`src/rtl/sample_dumper_pkg.sv`:
```
// dump_pkg: definitions shared by the sample dumper and the sample capture block.
//   dump_state_t    - dumper FSM state encoding; the TX handshake reuses the
//                     IDLE/WAIT_IDLE/WAIT_ACK/WAIT_TX members
//   DUMP_ADDR_WIDTH - default sample RAM address width
//   DUMP_DATA_WIDTH - default sample RAM word / UART byte width
package dump_pkg;

  localparam int DUMP_ADDR_WIDTH = 16;
  localparam int DUMP_DATA_WIDTH = 8;

  typedef enum logic [3:0] {
    IDLE,
    FETCH,
    WAIT_RAM,
    WAIT_IDLE,
    WAIT_ACK,
    WAIT_TX,
    NEXT,
    DONE,
    CHECKSUM
  } dump_state_t;

endpackage

```
`src/rtl/sample_dumper_tx_handshake.sv`:
```
// tx_handshake: start/busy handshake with the RS232 transmitter for one byte.
// The byte itself is held by the caller; this block only sequences it.
//   clk   - system clock
//   rst   - asynchronous active-high reset
//   go    - one-cycle request to send the byte currently held by the caller
//   busy  - UART TX busy
//   start - registered one-cycle start pulse to the UART TX
//   done  - registered one-cycle pulse once the UART has finished the byte
module tx_handshake
  import dump_pkg::*;
(
  input  logic clk,
  input  logic rst,
  input  logic go,
  input  logic busy,
  output logic start,
  output logic done
);

  dump_state_t state;

  always_ff @(posedge clk or posedge rst) begin
    if (rst) begin
      state <= IDLE;
      start <= 1'b0;
      done  <= 1'b0;
    end else begin
      start <= 1'b0;
      done  <= 1'b0;
      unique case (state)
        // A free UART on request skips the WAIT_IDLE cycle entirely.
        IDLE: begin
          if (go) begin
            if (!busy) begin
              start <= 1'b1;
              state <= WAIT_ACK;
            end else begin
              state <= WAIT_IDLE;
            end
          end
        end
        WAIT_IDLE: begin
          if (!busy) begin
            start <= 1'b1;
            state <= WAIT_ACK;
          end
        end
        WAIT_ACK: begin
          if (busy) state <= WAIT_TX;
        end
        WAIT_TX: begin
          if (!busy) begin
            done  <= 1'b1;
            state <= IDLE;
          end
        end
        default: state <= IDLE;
      endcase
    end
  end

endmodule

```
`src/rtl/sample_dumper.sv`:
```
// sample_dumper: after a capture, reads sample RAM addresses 0..LAST_ADDR in
// order and sends each word through the UART TX handshake.
//   iClock       - system clock
//   iReset       - asynchronous active-high reset
//   iStartSignal - start a dump (sampled only while idle)
//   oAddress     - sample RAM read address
//   iData        - RAM read data, valid RAM_LATENCY cycles after oAddress
//   oTxData      - byte presented to the UART TX
//   oTxStart     - one-cycle start pulse to the UART TX
//   iTxBusy      - UART TX busy
//   oBusy        - high whenever the dumper is not idle
//   oFinished    - one-cycle pulse after the final byte
// Optional build macro DUMPER_CHECKSUM_EN appends a modulo-256 sum of all
// dumped bytes as one extra trailing byte.
module sample_dumper
  import dump_pkg::*;
#(
  parameter int          ADDR_WIDTH  = DUMP_ADDR_WIDTH,
  parameter int          DATA_WIDTH  = DUMP_DATA_WIDTH,
  parameter int unsigned LAST_ADDR   = 16'hFFFF,
  parameter int          RAM_LATENCY = 1
) (
  input  logic                  iClock,
  input  logic                  iReset,
  input  logic                  iStartSignal,
  output logic [ADDR_WIDTH-1:0] oAddress,
  input  logic [DATA_WIDTH-1:0] iData,
  output logic [DATA_WIDTH-1:0] oTxData,
  output logic                  oTxStart,
  input  logic                  iTxBusy,
  output logic                  oBusy,
  output logic                  oFinished
);

  localparam logic [ADDR_WIDTH-1:0] END_ADDR = ADDR_WIDTH'(LAST_ADDR);
  localparam logic [1:0]            LAT_LOAD = 2'(RAM_LATENCY - 1);

  dump_state_t state;
  logic [1:0]  lat_cnt;
  logic        hs_go;
  logic        hs_done;

`ifdef DUMPER_CHECKSUM_EN
  logic [7:0] csum;
  logic       csum_phase;
`endif

  tx_handshake u_tx_handshake (
    .clk   (iClock),
    .rst   (iReset),
    .go    (hs_go),
    .busy  (iTxBusy),
    .start (oTxStart),
    .done  (hs_done)
  );

  // While the handshake runs, this FSM parks in WAIT_TX; the handshake block
  // walks WAIT_IDLE/WAIT_ACK/WAIT_TX itself and reports back with hs_done.
  always_ff @(posedge iClock or posedge iReset) begin
    if (iReset) begin
      state     <= IDLE;
      oAddress  <= '0;
      oTxData   <= '0;
      oBusy     <= 1'b0;
      oFinished <= 1'b0;
      lat_cnt   <= '0;
      hs_go     <= 1'b0;
`ifdef DUMPER_CHECKSUM_EN
      csum       <= '0;
      csum_phase <= 1'b0;
`endif
    end else begin
      hs_go     <= 1'b0;
      oFinished <= 1'b0;
      unique case (state)
        IDLE: begin
          oAddress <= '0;
          if (iStartSignal) begin
            oBusy <= 1'b1;
            state <= FETCH;
`ifdef DUMPER_CHECKSUM_EN
            csum       <= '0;
            csum_phase <= 1'b0;
`endif
          end
        end
        FETCH: begin
          lat_cnt <= LAT_LOAD;
          state   <= WAIT_RAM;
        end
        WAIT_RAM: begin
          if (lat_cnt == '0) begin
            oTxData <= iData;
            hs_go   <= 1'b1;
            state   <= WAIT_TX;
          end else begin
            lat_cnt <= lat_cnt - 2'd1;
          end
        end
        WAIT_TX: begin
          if (hs_done) begin
`ifdef DUMPER_CHECKSUM_EN
            if (csum_phase) begin
              state <= DONE;
            end else begin
              csum  <= csum + 8'(oTxData);
              state <= NEXT;
            end
`else
            state <= NEXT;
`endif
          end
        end
        // Equality test so a full-range LAST_ADDR ends before the address wraps.
        NEXT: begin
          if (oAddress == END_ADDR) begin
`ifdef DUMPER_CHECKSUM_EN
            state <= CHECKSUM;
`else
            state <= DONE;
`endif
          end else begin
            oAddress <= oAddress + 1'b1;
            state    <= FETCH;
          end
        end
`ifdef DUMPER_CHECKSUM_EN
        CHECKSUM: begin
          oTxData    <= DATA_WIDTH'(csum);
          csum_phase <= 1'b1;
          hs_go      <= 1'b1;
          state      <= WAIT_TX;
        end
`endif
        DONE: begin
          oFinished <= 1'b1;
          oAddress  <= '0;
          oBusy     <= 1'b0;
          state     <= IDLE;
        end
        default: state <= IDLE;
      endcase
    end
  end

endmodule

```
`config.mk`:
```
export PLATFORM = sky130hd
export DESIGN_NAME = sample_dumper
export DESIGN_NICKNAME = d
export VERILOG_FILES = /design/src/rtl/sample_dumper_pkg.sv /design/src/rtl/sample_dumper_tx_handshake.sv /design/src/rtl/sample_dumper.sv
export SDC_FILE = /design/constraint.sdc
export NUM_CORES = 1
export LEC_CHECK = 0
export ABC_AREA = 1
export BUFFER_PORTS_ARGS = -buffer_cell sky130_fd_sc_hd__buf_4
export CORE_MARGIN = 2
export CORE_UTILIZATION = 52
export CTS_BUF_LIST = sky130_fd_sc_hd__clkbuf_8
export CTS_CLUSTER_DIAMETER = 200
export DETAILED_ROUTE_END_ITERATION = 7
export GPL_ROUTABILITY_DRIVEN = 0
export GPL_TIMING_DRIVEN = 0
export PLACE_DENSITY = 0.74
export REMOVE_ABC_BUFFERS = 1
export SETUP_SLACK_MARGIN = 0.05
export SLEW_MARGIN = 10
export SYNTH_ARGS = -nofsm -noshare
export SYNTH_HDL_FRONTEND = slang
export SYNTH_SLANG_ARGS = --single-unit
```
`constraint.sdc`:
```
create_clock -name iClock -period 4.3 [get_ports iClock]
set_clock_uncertainty 0.1 [all_clocks]
set_input_delay 0.86 -clock iClock [delete_from_list [all_inputs] [get_ports iClock]]
set_output_delay 0.86 -clock iClock [all_outputs]
set_load 0.01 [all_outputs]
```
==> results.md <==
* Top Family by Delay on Critical Path: simple AND/OR/NAND/NOR gates
* CTS H-tree depth at 2
* Die span in y at 66.9 um
* Post-route DRC at 0
* CP max FO at 22
* RSZ-0062 raised after global routing: false
* Number of CTS-inserted buffers at 5
* Commonest non-fill, non-tap cell in the layout: nand2_1
* Hold WC Path Type: flop to flop
* Fillers at 338
* Cell Area, Placed at 2370 um2
* Detailed Routing Iterations Pass 1 at 4
* # diodes at 0
* Syn Inst Count at 277
* Power Density at 548 nW/um2
* First-pass GRT wire length at 7.24 mm
* I/O pins at 39
* Fin crit share at 55.6%
* Final global-route overflow total at 0
* DRT iter0 DRCs at 115
* TNS Setup at 0 ns
* IO Port Bufs at 38
* CP arrival at 2.42 ns
* Minimum setup slack among reg-to-reg paths at 1.91 ns
* Psw at 0.000523 W
* Min cycle time layout at 2.39 ns
* Total number of vias at 1808
* Int Pwr at 0.000846 W
* Seq/Total Area, Yosys at 45.1%
* Min-delay src: oTxData[6]
* Critical path class: flop to flop
* Worst-margin pin slew at 0.868 ns
* Die W at 66.9 um
* Yosys synthesis warning count at 0
* Final Slew Violations at 0
* Critical path's largest stage delay at 0.44 ns
* GRT Total Usage at 21.3%
* Mapped Avg Cell Area at 7.42 um2
* Final core utilization at 67.3%
* Worst hold path cell count at 2
* Cell row count at 22
* Post-synthesis xor/xnor area fraction at 2.13%
* CTS-repair resized insts at 0
* Sequential share of power at 36.1%
* Placed wire-length estimate at 3.03 mm
* DIE AREA at 4470 um2
* Worst Path Buf+Inv at 2
* Status: complete, no violations
* Clock share of power at 25.8%
* RR Startpoint: state[0]
* Worst Hold End: oTxData[6]
* Cell depth of the worst setup path at 8
* Main combinational cell family by area after synthesis: simple AND/OR/NAND/NOR gates
* R2R depth at 8
* Avg Vias per Cell at 4.91
* Layout area overhead at 21.7%
* DRT Wirelength at 4.07 mm
* Netlist Area Pre-Place at 2050 um2
* Initial Util at 55.3%
* Antenna Violating Nets Remaining at 0
* Design area at 2500 um2
* Worst setup EP type: flop
* Vias in the first global route at 1722
* Total clock sinks at 37
* Startpoint Class: flop
* Share of layout cells above drive strength 1 at 17.8%
* Yosys reg bits at 37
* Largest net degree at the start of global routing at 38
* Synth area leaders: dfrtp_1 45%, nand2_1 17%, inv_1 6.2%
* Post-Synth Simple-Gate Area at 33.3%
* Synth Area in Compound Gates at 6.94%
* Core area at 3720 um2
* Final hold vios at 0
* Clk_lat worst skew at 0.29 ns
* Switching Fraction at 38.2%
* Commonest non-fill, non-tap cells in the layout: 93 x nand2_1, 38 x buf_4, 37 x dfrtp_1
* CP required at 4.33 ns
* Comb power frac at 38.1%
* Post-Synth Adder-Cell Area at 4.26%
* Wirelength per Cell at 11.1 um
* Postcts setup bufs at 0
* Fmax at 0.418 GHz
* Post-synth top area share at 45.1%
* CTS tree: built
* Slowest cell on crit path: nor2_2
* Max Root-Sink Buffers at 2
* Initial antenna violation count at 0
* Post-CTS Hold Fix Bufs at 0
* Clock Pin Slew Worst Setup and Hold Paths at 0.07 ns
* VDD IR max at 0.355 mV
* Yosys cell types at 18
* Final setup fails at 0
* Worst reg2reg endpoint: oAddress[13]
* Root buf cell: clkbuf_8
* Cell chain of the critical path: inv_1 > ha_1 > nand2_1 > inv_1 > nor2_2 > nand2_1 > o21ai_2 > o21ai_0
* Max Cap Viol at 0
* Pleak at 1.28 nW
* Area leader, netlist: dfrtp_1
* Post-synthesis mux area share at 0.487%
* Slew headroom at 42.1%
* Nets@finish at 338
-- flip-flops by register name, summed over array words and instances, names as in the netlist --
signal,cells
oBusy,1
oTxData,8
u_tx_handshake.state,3
u_tx_handshake.start,1
lat_cnt,2
state,3
oAddress,16
hs_go,1
u_tx_handshake.done,1
oFinished,1
-- stage by stage --
| stage | std cells | hold slack [ns] | worst slack (ns) | total power [W] |
|---|---|---|---|---|
| floorplan | 274 | 0.378 | 2.38 | 0.000840 |
| global placement | 360 | 0.359 | 1.95 | 0.00102 |
| detailed placement | 360 | 0.361 | 1.91 | 0.00103 |
| CTS | 368 | 0.379 | 1.90 | 0.00138 |
| global route | 368 | 0.410 | 1.63 | 0.00149 |
| finish | 368 | 0.373 | 1.91 | 0.00137 |
-- per-layer routing --
layer  up-vias  part of all wire (%)  global-route usage [%]
met3         8                   4.7                    4.56
met2        46                    45                    32.9
met5         -                     0                       0
met4         0                   1.9                    11.7
li1        957                     -                       -
met1       797                    49                    27.8
-- power by group through the flow --
stage / clock, W / combinational, W / sequential [W]
after CTS: 0.000364 / 0.000527 / 0.000494
after global placement: 0 / 0.000517 / 0.000498
after global routing: 0.000376 / 0.000602 / 0.000507
after detailed placement: 0 / 0.000527 / 0.000498
final: 0.000353 / 0.000521 / 0.000494
after floorplan: 0 / 0.000327 / 0.000513
-- kinds of logic after synthesis --
logic type	after synthesis
simple gates	164
buf+inv	37
flops	37
compound gates	26
fa+ha+maj	7
xor+xnor	5
mux	1
-- worst register-to-register path, cell delays in order (launching register included) --
cell	delay [ns]
dfrtp_1	0.39
inv_1	0.11
ha_1	0.20
nand2_1	0.08
inv_1	0.08
nor2_2	0.44
nand2_1	0.23
o21ai_2	0.39
o21ai_0	0.22
-- how the worst max path moves through the flow --
| stage | from | endpoint |
|---|---|---|
| floorplan | oAddress[0] | oAddress[10] |
| global placement | state[0] | oAddress[11] |
| detailed placement | state[0] | oAddress[10] |
| CTS | state[0] | oAddress[13] |
| global route | state[0] | oAddress[11] |
| finish | state[0] | oAddress[13] |
-- final cells by class --
type,instances,area (um2),share of cell area (%)
clock buffers,5,68.8,2.75
well taps,48,60.1,2.40
inverters,34,128,5.11
clock inverters,3,65.1,2.60
flip-flops and latches,37,926,37.0
multi-input cells,203,967,38.7
repair buffers,38,285,11.4
-- Yosys cell counts (all sizes together) --
| cell | n |
|---|---|
| a21oi | 3 |
| buf | 3 |
| dfrtp | 37 |
| ha | 7 |
| inv | 34 |
| mux2i | 1 |
| nand2 | 93 |
| nand3 | 20 |
| nand3b | 1 |
| nand4 | 6 |
| nor2 | 38 |
| nor3 | 5 |
| o21ai | 22 |
| o22ai | 1 |
| or2 | 1 |
| xor2 | 5 |
(Power assumes the default switching activity.)
